===== config.mk =====
export PLATFORM = sky130hd
export DESIGN_NAME = if_fetch_unit
export DESIGN_NICKNAME = d
export VERILOG_FILES = /design/src/rtl/pipeline_pkg.sv /design/src/rtl/if_fetch_unit.sv
export SDC_FILE = /design/constraint.sdc
export NUM_CORES = 1
export LEC_CHECK = 0
export ABC_AREA = 1
export CAP_MARGIN = 20
export CELL_PAD_IN_SITES_DETAIL_PLACEMENT = 0
export CELL_PAD_IN_SITES_GLOBAL_PLACEMENT = 1
export CORE_ASPECT_RATIO = 2
export CORE_MARGIN = 1.5
export CORE_UTILIZATION = 35
export DETAILED_ROUTE_END_ITERATION = 8
export GPL_TIMING_DRIVEN = 0
export PLACE_DENSITY = 0.85
export RECOVER_POWER = 50
export SLEW_MARGIN = 30
export SYNTH_ARGS = -nofsm -noshare
export SYNTH_HDL_FRONTEND = slang
export SYNTH_SLANG_ARGS = --single-unit

===== constraint.sdc =====
create_clock -name clk -period 6.4 [get_ports clk]
set_input_delay 0.96 -clock clk [delete_from_list [all_inputs] [get_ports clk]]
set_output_delay 0.96 -clock clk [all_outputs]
set_load 0.05 [all_outputs]

===== src/rtl/pipeline_pkg.sv =====
// rtl/pipeline_pkg.sv - shared pipeline control encodings and constants
package pipeline_pkg;

    // Shared flush_and_stall encoding; 2'b11 is not named and behaves as FETCH.
    typedef enum logic [1:0] {
        FETCH = 2'b00,
        STALL = 2'b01,
        FLUSH = 2'b10
    } flush_stall_t;

    typedef enum logic [1:0] {
        IDLE = 2'b00,
        REQ  = 2'b01,
        HOLD = 2'b10
    } fetch_state_t;

    localparam logic [31:0] BUBBLE_INST = 32'h0000_0000;
    localparam int unsigned PC_STEP     = 4;

endpackage


===== src/rtl/if_fetch_unit.sv =====
// rtl/if_fetch_unit.sv - instruction fetch stage: PC, Wishbone-classic fetch master, IF/ID producer
//
// Ports:
//   clk, reset                   clock, asynchronous active-high reset
//   flush_and_stall              00 fetch, 01 stall, 10 flush, 11 fetch
//   redirect_i, redirect_pc_i    taken branch/jump pulse and its target
//   wb_cyc_o/stb_o/adr_o/sel_o/we_o, wb_dat_i/ack_i   read-only Wishbone-classic master
//   PC_addr, instruction, if_valid_o                  presented instruction to IF/ID
module if_fetch_unit
    import pipeline_pkg::*;
#(
    parameter int                    ADDR_WIDTH = 32,
    parameter int                    DATA_WIDTH = 32,
    parameter logic [ADDR_WIDTH-1:0] PC_ADDR    = 32'h8000_0000
) (
    input  logic                    clk,
    input  logic                    reset,
    input  logic [1:0]              flush_and_stall,
    input  logic                    redirect_i,
    input  logic [ADDR_WIDTH-1:0]   redirect_pc_i,
    output logic                    wb_cyc_o,
    output logic                    wb_stb_o,
    output logic [ADDR_WIDTH-1:0]   wb_adr_o,
    output logic [DATA_WIDTH/8-1:0] wb_sel_o,
    output logic                    wb_we_o,
    input  logic [DATA_WIDTH-1:0]   wb_dat_i,
    input  logic                    wb_ack_i,
    output logic [ADDR_WIDTH-1:0]   PC_addr,
    output logic [DATA_WIDTH-1:0]   instruction,
    output logic                    if_valid_o
);

    fetch_state_t          state_q, state_d;
    logic [ADDR_WIDTH-1:0] pc_q, pc_d;
    logic [ADDR_WIDTH-1:0] adr_q, adr_d;
    logic                  bus_q, bus_d;
    logic [ADDR_WIDTH-1:0] pc_addr_q, pc_addr_d;
    logic [DATA_WIDTH-1:0] inst_q, inst_d;
    logic                  valid_q, valid_d;
    logic                  pend_q, pend_d;
    logic                  stall_seen_q, stall_seen_d;
    logic                  skid_valid_q, skid_valid_d;
    logic [ADDR_WIDTH-1:0] skid_pc_q, skid_pc_d;
    logic [DATA_WIDTH-1:0] skid_inst_q, skid_inst_d;

    logic                  stall;
    logic                  flush;
    logic [ADDR_WIDTH-1:0] target;
    logic [ADDR_WIDTH-1:0] pc_next;
    logic                  unused_redirect_low;

    assign stall   = (flush_and_stall == STALL);
    assign flush   = (flush_and_stall == FLUSH);
    assign target  = {redirect_pc_i[ADDR_WIDTH-1:2], 2'b00};
    assign pc_next = pc_q + ADDR_WIDTH'(PC_STEP);
    assign unused_redirect_low = ^redirect_pc_i[1:0];

    always_comb begin
        state_d      = state_q;
        pc_d         = pc_q;
        adr_d        = adr_q;
        bus_d        = bus_q;
        pc_addr_d    = pc_addr_q;
        inst_d       = inst_q;
        valid_d      = valid_q;
        pend_d       = pend_q;
        stall_seen_d = 1'b0;
        skid_valid_d = skid_valid_q;
        skid_pc_d    = skid_pc_q;
        skid_inst_d  = skid_inst_q;

        // Redirect and flush both turn the presented slot into a bubble and
        // drop any parked word; PC_addr is left alone.
        if (redirect_i || flush) begin
            valid_d      = 1'b0;
            inst_d       = DATA_WIDTH'(BUBBLE_INST);
            skid_valid_d = 1'b0;
        end

        case (state_q)
            IDLE: begin
                state_d = REQ;
                bus_d   = 1'b1;
                if (redirect_i) begin
                    pc_d  = target;
                    adr_d = target;
                end else begin
                    adr_d = pc_q;
                end
            end

            HOLD: begin
                if (redirect_i) begin
                    pc_d    = target;
                    adr_d   = target;
                    bus_d   = 1'b1;
                    state_d = REQ;
                end else if (!stall) begin
                    adr_d   = pc_q;
                    bus_d   = 1'b1;
                    state_d = REQ;
                    if (skid_valid_q && !flush) begin
                        pc_addr_d    = skid_pc_q;
                        inst_d       = skid_inst_q;
                        valid_d      = 1'b1;
                        skid_valid_d = 1'b0;
                    end
                end
            end

            REQ: begin
                if (!wb_ack_i) begin
                    // The bus transaction is never aborted; a redirect only
                    // retargets the PC and marks the in-flight word as stale.
                    stall_seen_d = stall;
                    if (redirect_i) begin
                        pend_d = 1'b1;
                        pc_d   = target;
                    end
                end else begin
                    pend_d = 1'b0;
                    bus_d  = 1'b0;
                    if (redirect_i) begin
                        pc_d    = target;
                        adr_d   = target;
                        bus_d   = 1'b1;
                        state_d = REQ;
                    end else if (pend_q || flush) begin
                        // Stale or flushed word: refetch from pc_q, which already
                        // holds the redirect target or the unadvanced address.
                        if (stall) begin
                            state_d = HOLD;
                        end else begin
                            adr_d   = pc_q;
                            bus_d   = 1'b1;
                            state_d = REQ;
                        end
                    end else begin
                        pc_d = pc_next;
                        // A stall that was already in force before the ack means
                        // the presented slot is frozen, so the word goes to the skid.
                        if (stall && stall_seen_q) begin
                            skid_valid_d = 1'b1;
                            skid_pc_d    = adr_q;
                            skid_inst_d  = wb_dat_i;
                        end else begin
                            pc_addr_d = adr_q;
                            inst_d    = wb_dat_i;
                            valid_d   = 1'b1;
                        end
                        if (stall) begin
                            state_d = HOLD;
                        end else begin
                            adr_d   = pc_next;
                            bus_d   = 1'b1;
                            state_d = REQ;
                        end
                    end
                end
            end

            default: begin
                state_d = IDLE;
                bus_d   = 1'b0;
            end
        endcase
    end

    always_ff @(posedge clk or posedge reset) begin
        if (reset) begin
            state_q      <= IDLE;
            pc_q         <= PC_ADDR;
            adr_q        <= '0;
            bus_q        <= 1'b0;
            pc_addr_q    <= '0;
            inst_q       <= '0;
            valid_q      <= 1'b0;
            pend_q       <= 1'b0;
            stall_seen_q <= 1'b0;
            skid_valid_q <= 1'b0;
            skid_pc_q    <= '0;
            skid_inst_q  <= '0;
        end else begin
            state_q      <= state_d;
            pc_q         <= pc_d;
            adr_q        <= adr_d;
            bus_q        <= bus_d;
            pc_addr_q    <= pc_addr_d;
            inst_q       <= inst_d;
            valid_q      <= valid_d;
            pend_q       <= pend_d;
            stall_seen_q <= stall_seen_d;
            skid_valid_q <= skid_valid_d;
            skid_pc_q    <= skid_pc_d;
            skid_inst_q  <= skid_inst_d;
        end
    end

    assign wb_cyc_o    = bus_q;
    assign wb_stb_o    = bus_q;
    assign wb_adr_o    = adr_q;
    assign wb_sel_o    = '1;
    assign wb_we_o     = 1'b0;
    assign PC_addr     = pc_addr_q;
    assign instruction = inst_q;
    assign if_valid_o  = valid_q;

endmodule


---- After elaboration in Yosys (flattened, before gate mapping) ----
Cells that the tools add are included.
word-level totals
  memory bits (read-only) ................. 0
  logic and storage cells ................. 109
  input bits .............................. 70
  output and inout bits ................... 104
  latch bits .............................. 0
  memories ................................ 0
  bits in writable memories ............... 0
  register bits ........................... 199
cells by class
  equal/unequal tests ..................... 14
  bitwise gates (word level) .............. 2
  shift-type cells ........................ 0
  divide/modulo/power cells ............... 0
  multiplexer cells ....................... 63
  order comparisons ....................... 0
  reduce and logical (&&, ||, !) cells .... 17
  $mul .................................... 0
  $add $sub $neg .......................... 1
operators with widths
  operator                                                         count
  32-bit two-way mux                                               25
  32-bit case mux with 2 select lines                              3
  32-bit case mux with 3 select lines                              1
  32-bit by 3-bit adder with 32-bit output, second input constant  1
  1-bit two-way mux                                                25
  2-bit inequality test, second input constant                     7
  2-bit two-way mux                                                5
  4-bit inequality test, second input constant                     2
  8-bit AND reduction                                              1
  2-bit case mux with 3 select lines                               1
  2-bit AND reduction                                              3
  2-bit nonzero test                                               3
  5-bit AND reduction                                              1
  2-bit by 1-bit == test with 1-bit output, second input constant  2
  2-bit == test, second input constant                             2
  1-bit case mux with 2 select lines                               2
  3-bit inequality test, second input constant                     1
  1-bit case mux with 3 select lines                               1
  3-bit AND reduction                                              1
  3-bit nonzero test                                               1
  1-bit logical AND                                                2
  2-bit logical NOT                                                1
  1-bit logical OR                                                 2
  1-bit NOT                                                        2
  other kinds (2)                                                  2

---- Depth between registers and ports, before layout ----
Gate-level depths: netlist of the first run.
  depth in word-level cells ............... 8
  mapped depth ............................ 14
  depth with buffers taken out ............ 14

---- Least setup slack after synthesis of the first run ----
OpenSTA, ideal clock, no wires.
  path kind ............................... input to register
  start point ............................. input port flush_and_stall[0]
  end point ............................... register adr_q[0] (netlist: wb_adr_o[0])
  setup slack ............................. 4.030 ns
  stages .................................. 10
  data arrival time ....................... 2.244 ns
  required time ........................... 6.274 ns
  setup time .............................. 0.126 ns
  buffers on the path ..................... 2
  path through ............................ inv_1 -> nor2_2 -> buf_6 -> nand2_2 -> nor2_1 -> nor3_4 -> inv_2 -> buf_2 -> a31oi_1 -> o22ai_1
on the way
  word-level cells in the longest chain between the ends .. 6
  elaborated cells on any way between the ends .. 11
  classes of those cells .................. 3 x eq/ne; 6 x mux; 2 x reduce/logical
RTL lines
  what                                                                       line                                      text
  from (decl)                                                                if_fetch_unit.sv:18                       input logic [1:0] flush_and_stall,
  2-bit by 1-bit == test with 1-bit output or 2-bit == test (tied branches)  if_fetch_unit.sv:52, if_fetch_unit.sv:53
  32-bit two-way mux or 1-bit logical OR (tied branches)                     n/a
  32-bit two-way mux                                                         if_fetch_unit.sv:128                      end else if (pend_q || flush) begin
  32-bit two-way mux                                                         if_fetch_unit.sv:123                      if (redirect_i) begin
  32-bit two-way mux                                                         if_fetch_unit.sv:112                      if (!wb_ack_i) begin
  32-bit case mux with 3 select lines                                        if_fetch_unit.sv:80                       case (state_q)
  to (signal assigned)                                                       if_fetch_unit.sv:186                      adr_q <= adr_d;
  to (decl)                                                                  if_fetch_unit.sv:35                       logic [ADDR_WIDTH-1:0] adr_q, adr_d;
Parallel ways exist; a longest one is shown, timed or not. The select of a mux whose other input is x is not followed.
A chain may end at the register's enable or synchronous reset.

---- Worst setup path in the final report of the first run ----
  start point ............................. register state_q[0]
  end point ............................... register adr_q[14] (netlist: wb_adr_o[14])
on the way
  word-level cells in the longest chain between the ends .. 3
  elaborated cells on any way between the ends .. 8
  classes of those cells .................. 4 x eq/ne; 1 x mux; 3 x reduce/logical
RTL lines
  what                                                              line                  text
  from (decl)                                                       if_fetch_unit.sv:33   fetch_state_t state_q, state_d;
  from (signal assigned)                                            if_fetch_unit.sv:184  state_q <= state_d;
  2-bit by 1-bit == test with 1-bit output (tied with other cells)  if_fetch_unit.sv:80
  4-bit inequality test (no line) (tied with other cells)           n/a
  3-bit AND reduction (no line)                                     n/a
Parallel ways exist; a longest one is shown, timed or not.

==> results of run 1 <==
## cell usage in the layout, fill, tap and decap left out, types with 3 or more instances in the layout
cell type / netlist / layout
a21oi_1: 238 / 238
a22oi_1: 5 / 5
a31oi_1: 8 / 8
and2_1: 3 / 3
buf_1: 13 / 11
buf_2: 19 / 17
buf_4: 9 / 9
clkbuf_1: 74 / 78
clkbuf_16: 0 / 17
clkdlybuf4s50_1: 0 / 121
clkinv_8: 0 / 7
conb_1: 2 / 5
dfrtp_1: 198 / 198
dlygate4sd3_1: 0 / 44
ha_1: 6 / 6
inv_1: 112 / 111
inv_2: 5 / 5
inv_8: 0 / 3
nand2_1: 477 / 477
nand3_1: 79 / 79
nor2_1: 157 / 157
nor3_1: 3 / 3
o2111ai_1: 3 / 3
o211ai_1: 9 / 9
o21ai_0: 258 / 258
o221ai_1: 6 / 6
o22ai_1: 6 / 6
xor2_1: 6 / 6
## cell type report
| cell class | instances | area share (%) |
|---|---|---|
| multi-input cells | 1294 | 40.2 |
| clock inverters | 15 | 1.51 |
| inverters | 117 | 2.98 |
| clock buffers | 17 | 2.88 |
| repair buffers | 167 | 11.6 |
| well taps | 436 | 3.69 |
| flip-flops and latches | 199 | 33.7 |
| plain buffers | 117 | 3.45 |
## power by group through the flow
stage / clock, mW / sequential [mW] / combinational [mW]
finish: 1.20 / 2.18 / 3.93
global route: 1.26 / 2.21 / 4.24
CTS: 1.21 / 2.17 / 3.92
detailed placement: 0 / 2.20 / 3.90
global placement: 0 / 2.19 / 3.87
floorplan: 0 / 2.71 / 1.80
## cells in the mapped netlist (5+ instances only)
| cell | number |
|---|---|
| nand2_1 | 477 |
| o21ai_0 | 258 |
| a21oi_1 | 238 |
| dfrtp_1 | 198 |
| nor2_1 | 157 |
| inv_1 | 112 |
| nand3_1 | 79 |
| clkbuf_1 | 74 |
| buf_2 | 19 |
| buf_1 | 13 |
| buf_4 | 9 |
| o211ai_1 | 9 |
| a31oi_1 | 8 |
| ha_1 | 6 |
| o221ai_1 | 6 |
| o22ai_1 | 6 |
| xor2_1 | 6 |
| a22oi_1 | 5 |
| inv_2 | 5 |
## sequential cells by signal, summed over array words and instances (netlist names)
signal	count
PC_addr	32
instruction	32
pc_q	32
skid_inst_q	32
skid_pc_q	32
wb_adr_o	32
state_q	2
if_valid_o	1
pend_q	1
skid_valid_q	1
stall_seen_q	1
wb_cyc_o	1
## metrics by stage
step / setup TNS, ns / cells / instance area (um^2) / hold WS, ns / setup slack, ns
2_1_floorplan: 0 / 1727 / 11900 / 0.437 / 0.0160
3_3_place_gp: -652.77 / 2328 / 14100 / 0.448 / -3.33
3_5_place_dp: 0 / 2330 / 14100 / 0.454 / 2.42
4_1_cts: 0 / 2362 / 14800 / 0.474 / 2.91
5_1_grt: 0 / 2362 / 14800 / 0.492 / 2.55
6_report: 0 / 2362 / 14800 / 0.471 / 2.62
## path summary, 6_finish.rpt
kind                                      start         endpoint
worst max-delay path                 state_q[0]     wb_adr_o[14]
worst min-delay path            skid_inst_q[31]  skid_inst_q[31]
worst max register to register       state_q[0]     wb_adr_o[14]
worst min register to register  skid_inst_q[31]  skid_inst_q[31]
max in group asynchronous                 reset  skid_inst_q[14]
min in group asynchronous                 reset   skid_inst_q[2]
## per-layer routing
metal	up-vias	share of wire, %
met5	-	0
met4	0	8.9
met3	210	6.8
met2	666	51
met1	6231	33
li1	6081	-
## cell families (layout without fill, tap and decap cells)
group	count (synthesis)	in the layout	synth area share, %
buffers and inverters	234	433	8.02
adders and majority gates	6	6	0.633
xor gates and xnor gates	7	7	0.517
AOI/OAI and AO/OA	547	547	24.4
and+or+nand+nor	729	729	24.4
other	2	5	0.0634
DFF	199	199	42.0
## worst min-delay path, delay by kind of cell, from the launching register on
kind          cells  cell delay [ns]
flops             1             0.34
simple gates      2             0.10
==> out/metrics.csv, run 1 <==
stage,metric,value,unit
global_routing,grt_pass1_wl,80000,um
timing,period_share,59.0,%
worst_setup_path,worstSetupPathDepth,12,
floorplan,dieArea,0.0350,mm^2
timing,fmax,265,MHz
pwr,pwr-share-clk,16.4,%
clock_network,post-cts-setup-buffer-count,0,
global_routing,grt_use_met1,30.5,%
floorplan,core,0.0335,mm^2
yosys,synth_edf_count,0,
timing,relSlewSlack,-93.8,%
yosys,synth_top_area_share,41.8,%
routing,dr_total_vias,13188,
routing,first_pass_iters,6,
global_routing,antenna_found_initial,0,
job,drv_cap,1,
worst_hold_path,hold_path_depth,2,
place,dp_hpwl,39900,um
floorplan,die_w,133,um
yosys,avgSynthCellArea,6.88,um^2
global_routing,grt_pass1_vias,13066,
pwr,combPwrFrac,53.8,%
yosys,async_reset_ff_share,100,%
final_layout,drive_gt1_share,4.10,%
timing,clock_skew,0.0156,ns
routing,vias_per_cell,5.58,
clock_network,clk_latency,0.48,ns
routing,drc,0,
final_layout,syn2layout_area_growth,24.6,%
final_layout,final_core_util,44.0,%
timing,drv_slew,53,
place,gp_congestion,1.05,
pwr,switching_power,3.96,mW
pwr,ir_drop,0.438,mV
pwr,power_frac_seq,29.8,%
run_status,violations,"capacitance limit, slew limit",
yosys,synth-main-ff-cell,dfrtp_1,
yosys,syn-instance-count,1724,
worst_setup_path,max_stage_delay,0.75,ns
timing,worst_slew_pin_slew,2.89,ns
yosys,synth_area,0.0119,mm^2
yosys,yosysSeqAreaShare,42.0,%
pwr,power_density,495,mW/mm^2
worst_setup_path,start_kind,flop,
global_routing,grt_max_degree,85,
routing,finalWirelength,53500,um
yosys,ys_ff_latch,199,
timing,finalSetupViolCount,0,
routing,drt_iter0_markers,1134,
global_routing,grt_use_met3,5.68,%
yosys,synth.distinct_cells,43,
global_routing,overflow,0,
timing,period_needed,3.78,ns
timing,hold_violations,0,
floorplan,row_count,95,
clock_network,htree_levels,4,
clock_network,cts_resized,0,
worst_setup_path,reg2reg_slack,2.62,ns
worst_setup_path,crit_path_end_kind,flop,
worst_setup_path,crit_family,buffers and inverters,
routing,ant_nets,0,
global_routing,grt.busiest_layer,met2,
worst_setup_path,path_buf_inv,5,
floorplan,ios,174,
worst_setup_path,cp.required,6.72,ns
yosys,synth_area_leaders,"dfrtp_1 (42%), nand2_1 (15%), o21ai_0 (11%), a21oi_1 (10%), nor2_1 (5.0%)",
final_layout,seq_area,0.00498,mm^2
clock_network,clock-sinks,199,
worst_setup_path,cp_cell_sequence,"inv_1, ha_1, buf_2, nor2_1, inv_1, nand2_1, inv_1, clkbuf_1, o211ai_1, nand2_1, o21ai_0, nand2_1",
floorplan,dieHeight,263,um
pwr,p_leak,6.59,nW
floorplan,initial_core_util,35.4,%
pwr,finalPower,7.31,mW
worst_setup_path,cpMaxStageDelayCell,o21ai_0,
clock_network,root_buffer,clkbuf_16,
worst_setup_path,critical_path_class,reg2reg,
clock_network,cts_tree,done,
final_layout,antennaDiodeCount,0,
pwr,netSwitchingFraction,54.2,%
global_routing,use_met2,55.6,%
worst_setup_path,critPathArrivalTime,4.10,ns
timing,rsz0062_at_grt,no,
pwr,p_int,3.35,mW
clock_network,cts_hold_buf,0,
final_layout,fin_nets,1989,
final_layout,multiInputGateArea,0.00593,mm^2
global_routing,grt.total_usage,30.7,%
run_status,outcome,"complete, but fails checks",
routing,wire_per_inst,22.6,um
worst_setup_path,cp_max_fo,10,
place,numPortBuffers,165,
worst_setup_path,r2r_cells,12,
worst_hold_path,hold_class,reg2reg,
yosys,ys.warnings.count,0,
yosys,yosysTopAreaCell,dfrtp_1,
clock_network,numCtsBuffers,17,
final_layout,n_fill_cell,3513,
clock_network,cts.clk_slew.worst_paths,0.09,ns
clock_network,cts_buffer_depth,2,
Power figures use the tool's default switching activity.
==> inputs of run 2 (changes only) <==
==> constraint.sdc (replaced) <==
create_clock -name clk -period 3.4 [get_ports clk]
set_input_delay 0.51 -clock clk [delete_from_list [all_inputs] [get_ports clk]]
set_output_delay 0.51 -clock clk [all_outputs]
set_load 0.05 [all_outputs]
==> out/metrics.csv, run 2 (synthesized netlist as in run 1, its figures left out) <==
stage,metric,value,unit,change
worst_setup_path,cp_max_fo,10,,unchanged
floorplan,die_w,133,um,unchanged
clock_network,clock-sinks,199,,unchanged
floorplan,initial_core_util,35.4,%,unchanged
pwr,p_int,6.26,mW,was 3.35 mW
timing,rsz0062_at_grt,no,,unchanged
final_layout,final_core_util,44.1,%,was 44.0%
routing,dr_total_vias,13177,,was 13188
timing,drv_slew,51,,was 53
worst_setup_path,crit_path_end_kind,flop,,unchanged
routing,first_pass_iters,7,,was 6
worst_setup_path,critical_path_class,reg2reg,,unchanged
worst_hold_path,holdPathEnd,skid_inst_q[23],,was skid_inst_q[31]
clock_network,cts_tree,done,,unchanged
final_layout,fin_nets,1995,,was 1989
pwr,switching_power,7.56,mW,was 3.96 mW
worst_hold_path,hold_path_depth,2,,unchanged
pwr,p_leak,6.61,nW,was 6.59 nW
worst_hold_path,worstHoldStart,skid_inst_q[23],,was skid_inst_q[31]
floorplan,ios,174,,unchanged
pwr,pwr-share-clk,15.9,%,was 16.4%
worst_setup_path,start_kind,flop,,unchanged
global_routing,antenna_found_initial,0,,unchanged
routing,vias_per_cell,5.56,,was 5.58
global_routing,overflow,0,,unchanged
timing,finalSetupViolCount,0,,unchanged
final_layout,antennaDiodeCount,0,,unchanged
final_layout,final_common_cell,nand2_1,,unchanged
worst_setup_path,critPathArrivalTime,3.62,ns,was 4.10 ns
place,dp_hpwl,41800,um,was 39900 um
worst_setup_path,cp.required,3.72,ns,was 6.72 ns
pwr,power_frac_seq,29.8,%,about the same
global_routing,grt.total_usage,31.9,%,was 30.7%
final_layout,fin_area,0.0148,mm^2,about the same
floorplan,dieArea,0.0350,mm^2,unchanged
timing,setup_tns,0,ns,unchanged
worst_hold_path,hold_class,reg2reg,,unchanged
worst_setup_path,r2r_end,wb_adr_o[7],,was wb_adr_o[14]
global_routing,grt_pass1_wl,81700,um,was 80000 um
run_status,violations,"capacitance limit, slew limit",,unchanged
floorplan,core,0.0335,mm^2,unchanged
routing,drt_iter0_markers,1085,,was 1134
final_layout,syn2layout_area_growth,24.8,%,was 24.6%
routing,ant_nets,0,,unchanged
timing,period_share,96.9,%,was 59.0%
pwr,netSwitchingFraction,54.7,%,was 54.2%
pwr,ir_drop,0.658,mV,was 0.438 mV
run_status,outcome,"complete, but fails checks",,unchanged
worst_setup_path,reg2reg_slack,0.11,ns,was 2.62 ns
timing,holdWs,0.469,ns,was 0.471 ns
floorplan,dieHeight,263,um,unchanged
worst_setup_path,r2r_cells,12,,unchanged
clock_network,root_buffer,clkbuf_16,,unchanged
final_layout,drive_gt1_share,4.35,%,was 4.10%
timing,worst_slew_pin_slew,1.72,ns,was 2.89 ns
routing,finalWirelength,55300,um,was 53500 um
clock_network,clk_latency,0.47,ns,was 0.48 ns
routing,drc,0,,unchanged
clock_network,post-cts-setup-buffer-count,0,,unchanged
timing,fmax,304,MHz,was 265 MHz
timing,clock_skew,0.0105,ns,was 0.0156 ns
clock_network,htree_levels,4,,unchanged
place,gp_congestion,1.02,,was 1.05
clock_network,cts_buffer_depth,2,,unchanged
timing,relSlewSlack,-14.7,%,was -93.8%
worst_setup_path,reg2reg_from,state_q[0],,unchanged
pwr,power_density,934,mW/mm^2,was 495 mW/mm^2
clock_network,cts.clk_slew.worst_paths,0.09,ns,about the same
pwr,combPwrFrac,54.3,%,was 53.8%
timing,hold_violations,0,,unchanged
job,drv_cap,2,,was 1
routing,wire_per_inst,23.4,um,was 22.6 um
clock_network,numCtsBuffers,17,,unchanged
final_layout,layout_common_cells,"nand2_1 (477), o21ai_0 (257), a21oi_1 (238), dfrtp_1 (198), nor2_1 (156)",,"was nand2_1 (477), o21ai_0 (258), a21oi_1 (238), dfrtp_1 (198), nor2_1 (157)"
floorplan,row_count,95,,unchanged
place,numPortBuffers,165,,unchanged
place,dpl_cell_area,0.0142,mm^2,was 0.0141 mm^2
global_routing,grt_pass1_vias,13070,,was 13066
timing,period_needed,3.29,ns,was 3.78 ns
global_routing,grt_max_degree,32,,was 85
-- run 2: changes by cell type in the layout (fill, tap and decap cells not counted), moves of 2 or more --
cell,change
clkinv_8,-3
inv_6,+2
clkbuf_1,+2
inv_12,+2
clkbuf_2,+2
-- run 2: through the flow --
step / total power, mW / worst slack, ns / cells
global route: 14.6 / 0.0132 / 2368
CTS: 13.8 / 0.150 / 2368
detailed placement: 11.6 / -0.216 / 2336
floorplan: 8.49 / 0.316 / 1727
finish: 13.8 / 0.106 / 2368
global placement: 11.5 / -1.53 / 2328
-- run 2: final cells by class --
cell class / count / area [um^2]
Buffer: 117 / 510
Tap cell: 436 / 546
Sequential cell: 199 / 4980
Clock buffer: 18 / 439
Timing Repair Buffer: 173 / 1750
Clock inverter: 14 / 186
Inverter: 117 / 440
Multi-Input combinational cell: 1294 / 5940
Fill cell: 3601 / 18700
-- run 2: worst max path at each step --
| stage | from | end | slack, ns |
|---|---|---|---|
| 4_1_cts | state_q[0] | wb_adr_o[7] | 0.15 |
| 3_5_place_dp | flush_and_stall[1] | wb_adr_o[7] | -0.22 |
| 3_3_place_gp | reset | pc_q[20] | -1.53 |
| 2_1_floorplan | reset | PC_addr[0] | 0.32 |
| 6_report | state_q[0] | wb_adr_o[7] | 0.11 |
| 5_1_grt | state_q[0] | wb_adr_o[7] | 0.01 |
-- run 2: worst max-delay path, stage by stage, from the launching register on --
cell,delay [ns]
dfrtp_1,0.42
inv_1,0.10
ha_1,0.19
buf_2,0.26
nor2_2,0.38
inv_1,0.20
nand2_1,0.30
inv_1,0.13
clkbuf_1,0.32
o2111ai_1,0.16
o21ai_0,0.11
o21ai_1,0.47
nand2_1,0.09
-- run 2: per-layer routing --
layer | track usage (%) | up-vias | wire length (um)
li1 | - | 6092 | -
met1 | 31.1 | 6270 | 18000
met2 | 58.5 | 623 | 29100
met3 | 5.99 | 192 | 3490
met4 | 24.1 | 0 | 4740
met5 | 0 | - | 0
-- run 2: power by group through the flow --
stage	registers [mW]	logic (mW)	clock network (mW)
CTS	4.09	7.50	2.23
global placement	4.12	7.39	0
floorplan	5.10	3.38	0
detailed placement	4.13	7.47	0
finish	4.12	7.51	2.19
global route	4.19	8.05	2.32
-- run 2: repair_timing --
item | in CTS | in global routing
gates resized for setup | 1 | 3
hold buffers | 0 | 0
setup endpoints to repair | 1 | 4
==> inputs of run 3 (changes only) <==
--- a/config.mk
+++ b/config.mk
@@ -5,7 +5,6 @@
 export SDC_FILE = /design/constraint.sdc
 export NUM_CORES = 1
 export LEC_CHECK = 0
-export ABC_AREA = 1
 export CAP_MARGIN = 20
 export CELL_PAD_IN_SITES_DETAIL_PLACEMENT = 0
 export CELL_PAD_IN_SITES_GLOBAL_PLACEMENT = 1
@@ -14,7 +13,7 @@
 export CORE_UTILIZATION = 35
 export DETAILED_ROUTE_END_ITERATION = 8
 export GPL_TIMING_DRIVEN = 0
-export PLACE_DENSITY = 0.85
+export PLACE_DENSITY = 0.8
 export RECOVER_POWER = 50
 export SLEW_MARGIN = 30
 export SYNTH_ARGS = -nofsm -noshare
==> out/metrics.csv, run 3 <==
stage,metric,value,unit,change
run_status,outcome,"finished, final reports clean",,"was complete, but fails checks"
worst_setup_path,cp.required,3.75,ns,was 3.72 ns
clock_network,cts.clk_slew.worst_paths,0.09,ns,about the same
final_layout,final_common_cell,dfrtp_1,,was nand2_1
yosys,async_reset_ff_share,100,%,unchanged
routing,drt_iter0_markers,1006,,was 1085
yosys,synth_area_leaders,"dfrtp_1 (40%), mux2i_1 (9.6%), mux2_2 (6.1%), a21oi_1 (4.0%), clkbuf_1 (3.2%)",,"was dfrtp_1 (42%), nand2_1 (15%), o21ai_0 (11%), a21oi_1 (10%), nor2_1 (5.0%)"
routing,first_pass_iters,6,,was 7
yosys,syn-instance-count,1319,,was 1724
floorplan,core,0.0348,mm^2,was 0.0335 mm^2
pwr,p_leak,6.65,nW,was 6.61 nW
final_layout,fin_area,0.0153,mm^2,was 0.0148 mm^2
yosys,ys_ff_latch,199,,unchanged
yosys,ys.warnings.count,0,,unchanged
floorplan,dieArea,0.0364,mm^2,was 0.0350 mm^2
timing,clock_skew,0.0112,ns,was 0.0105 ns
worst_setup_path,critPathArrivalTime,3.73,ns,was 3.62 ns
yosys,yosysSeqAreaShare,40.5,%,was 42.0%
worst_setup_path,cp_max_fo,10,,unchanged
timing,period_share,99.5,%,was 96.9%
final_layout,drive_gt1_share,10.3,%,was 4.35%
routing,drc,0,,unchanged
timing,hold_violations,0,,unchanged
job,drv_cap,0,,was 2
routing,dr_total_vias,12472,,was 13177
worst_setup_path,max_stage_delay,0.64,ns,was 0.47 ns
worst_setup_path,r2r_cells,7,,was 12
floorplan,dieHeight,268,um,was 263 um
worst_setup_path,path_buf_inv,3,,was 5
floorplan,row_count,97,,was 95
final_layout,fin_cells,1975,,was 2368
final_layout,fin_nets,1592,,was 1995
place,dp_cells,1942,,was 2336
clock_network,post-cts-setup-buffer-count,0,,unchanged
place,dpl_cell_area,0.0148,mm^2,was 0.0142 mm^2
yosys,avgSynthCellArea,9.33,um^2,was 6.88 um^2
clock_network,clk_latency,0.49,ns,was 0.47 ns
floorplan,ios,174,,unchanged
yosys,synth_area,0.0123,mm^2,was 0.0119 mm^2
floorplan,die_w,136,um,was 133 um
final_layout,layout_common_cells,"dfrtp_1 (198), mux2i_1 (118), clkdlybuf4s50_1 (117), clkbuf_1 (103)",,"was nand2_1 (477), o21ai_0 (257), a21oi_1 (238), dfrtp_1 (198), nor2_1 (156)"
floorplan,initial_core_util,35.3,%,was 35.4%
global_routing,grt_max_degree,29,,was 32
worst_setup_path,cpMaxStageDelayCell,clkinv_1,,was o21ai_1
pwr,ir_drop,0.429,mV,was 0.658 mV
timing,finalSetupViolCount,0,,unchanged
clock_network,root_buffer,clkbuf_16,,unchanged
clock_network,cts_tree,done,,unchanged
place,numPortBuffers,166,,was 165
timing,setup_slack,0.0169,ns,was 0.106 ns
yosys,synth.distinct_cells,80,,was 43
yosys,synth-main-ff-cell,dfrtp_1,,unchanged
worst_setup_path,reg2reg_slack,0.02,ns,was 0.11 ns
clock_network,clock-sinks,199,,unchanged
worst_setup_path,crit_path_end_kind,flop,,unchanged
yosys,synth_common_cells,"dfrtp_1 (198), mux2i_1 (118), clkbuf_1 (106)",,"was nand2_1 (477), o21ai_0 (258), a21oi_1 (238)"
yosys,synth_top_area_share,40.3,%,was 41.8%
routing,finalWirelength,56900,um,was 55300 um
global_routing,grt.total_usage,31.8,%,was 31.9%
clock_network,cts_buffer_depth,2,,unchanged
yosys,synth_edf_count,0,,unchanged
routing,wire_per_inst,28.8,um,was 23.4 um
timing,rsz0062_at_grt,no,,unchanged
timing,period_needed,3.38,ns,was 3.29 ns
global_routing,grt_pass1_wl,83200,um,was 81700 um
routing,ant_nets,0,,unchanged
place,post-place-ws,-0.581,ns,was -0.216 ns
clock_network,numCtsBuffers,17,,unchanged
place,gp_congestion,1.00,,was 1.02
timing,drv_slew,0,,was 51
timing,worst_slew_pin_slew,1.39,ns,was 1.72 ns
worst_hold_path,hold_class,in2async,,was reg2reg
global_routing,grt_pass1_vias,12754,,was 13070
global_routing,antenna_found_initial,2,,was 0
routing,vias_per_cell,6.31,,was 5.56
final_layout,n_fill_cell,3439,,was 3601
worst_setup_path,crit_family,buffers and inverters,,unchanged
worst_setup_path,r2r_end,wb_adr_o[20],,was wb_adr_o[7]
yosys,yosysTopAreaCell,dfrtp_1,,unchanged
worst_setup_path,reg2reg_from,state_q[0],,unchanged
clock_network,htree_levels,4,,unchanged
timing,relSlewSlack,7.62,%,was -14.7%
final_layout,syn2layout_area_growth,24.1,%,was 24.8%
pwr,power_density,862,mW/mm^2,was 934 mW/mm^2
place,dp_hpwl,42100,um,was 41800 um
worst_setup_path,critical_path_class,reg2reg,,unchanged
worst_setup_path,start_kind,flop,,unchanged
timing,holdWs,0.491,ns,was 0.469 ns
global_routing,overflow,0,,unchanged
timing,fmax,296,MHz,was 304 MHz
worst_setup_path,cp_cell_sequence,"inv_1, ha_1, clkbuf_1, clkinv_1, a311o_1, nor3_2, o21ai_0",,"was inv_1, ha_1, buf_2, nor2_2, inv_1, nand2_1, inv_1, clkbuf_1, o2111ai_1, o21ai_0, o21ai_1, nand2_1"
yosys,yosysMostFrequentCell,dfrtp_1,,was nand2_1
run 3: changes by cell type after synthesis, moves of 45 or more:
| cell | change |
|---|---|
| nand2_1 | -381 |
| o21ai_0 | -197 |
| a21oi_1 | -140 |
| mux2i_1 | +118 |
| inv_1 | -95 |
| nor2_1 | -84 |
| mux2_2 | +67 |
| nand3_1 | -53 |
| and3_1 | +45 |
run 3: cell type report:
type	count	area (um^2)	area share, %
clock inverters	13	154	1.01
clock buffers	19	443	2.90
diodes	1	2.50	0.0164
plain buffers	141	592	3.88
well taps	445	557	3.65
flip-flops and latches	199	4980	32.6
repair buffers	175	1740	11.4
inverters	19	72.6	0.475
multi-input cells	963	6730	44.1
run 3: cell families after synthesis:
logic type	after synthesis	synth area share, %
flip-flops	199	40.5
AND/OR/NAND/NOR	362	15.0
AO/OA/AOI/OAI	393	21.9
XOR/XNOR	12	0.854
buffers and inverters	160	5.32
adder cells (fa/ha/maj)	6	0.610
other	2	0.0610
multiplexers	185	15.7
run 3: per-layer routing:
metal  GRT usage [%]  wire length (um)
met1            31.7             18300
met2            54.7             28600
met3            6.51              4110
met4            29.5              5900
met5               0                 0
run 3: worst reg2reg max path, delay by kind of cell (launching register included):
| kind | cells | cell delay, ns |
|---|---|---|
| AND/OR/NAND/NOR | 1 | 0.56 |
| flip-flops | 1 | 0.43 |
| adder cells (fa/ha/maj) | 1 | 0.28 |
| buffers and inverters | 3 | 1.18 |
| AO/OA/AOI/OAI | 2 | 0.80 |
run 3: stage by stage:
step	TNS (ns)	power, mW	util (%)
2_1_floorplan	0	8.02	-
3_3_place_gp	-328.08	10.8	41.7
3_5_place_dp	-38.85	10.9	42.4
4_1_cts	0	13.1	44.1
5_1_grt	0	13.7	43.8
6_report	0	13.2	43.8
run 3: repair_timing:
| item | in CTS | in global routing |
|---|---|---|
| hold buffers | 0 | 0 |
| endpoints found under the setup margin | 22 | 19 |
| resized for setup | 3 | 11 |
| cloned | 0 | 0 |
| endpoints found under the hold margin | 0 | 0 |
run 3: worst max-delay path by stage:
stage,slack [ns],cells after the start,end,start
finish,0.02,7,wb_adr_o[20],state_q[0]
global route,0.008,7,PC_addr[31],state_q[1]
CTS,0.03,8,PC_addr[16],wb_ack_i
detailed placement,-0.58,8,pc_q[7],wb_ack_i
global placement,-1.45,2,pc_q[29],reset
floorplan,0.32,1,PC_addr[0],reset
run 3: power by group:
group / total [mW] / internal [mW] / switching, mW
registers: 3.72 / 2.99 / 0.735
clock network: 2.18 / 1.07 / 1.10
logic: 7.26 / 2.22 / 5.04
total: 13.2 / 6.28 / 6.88
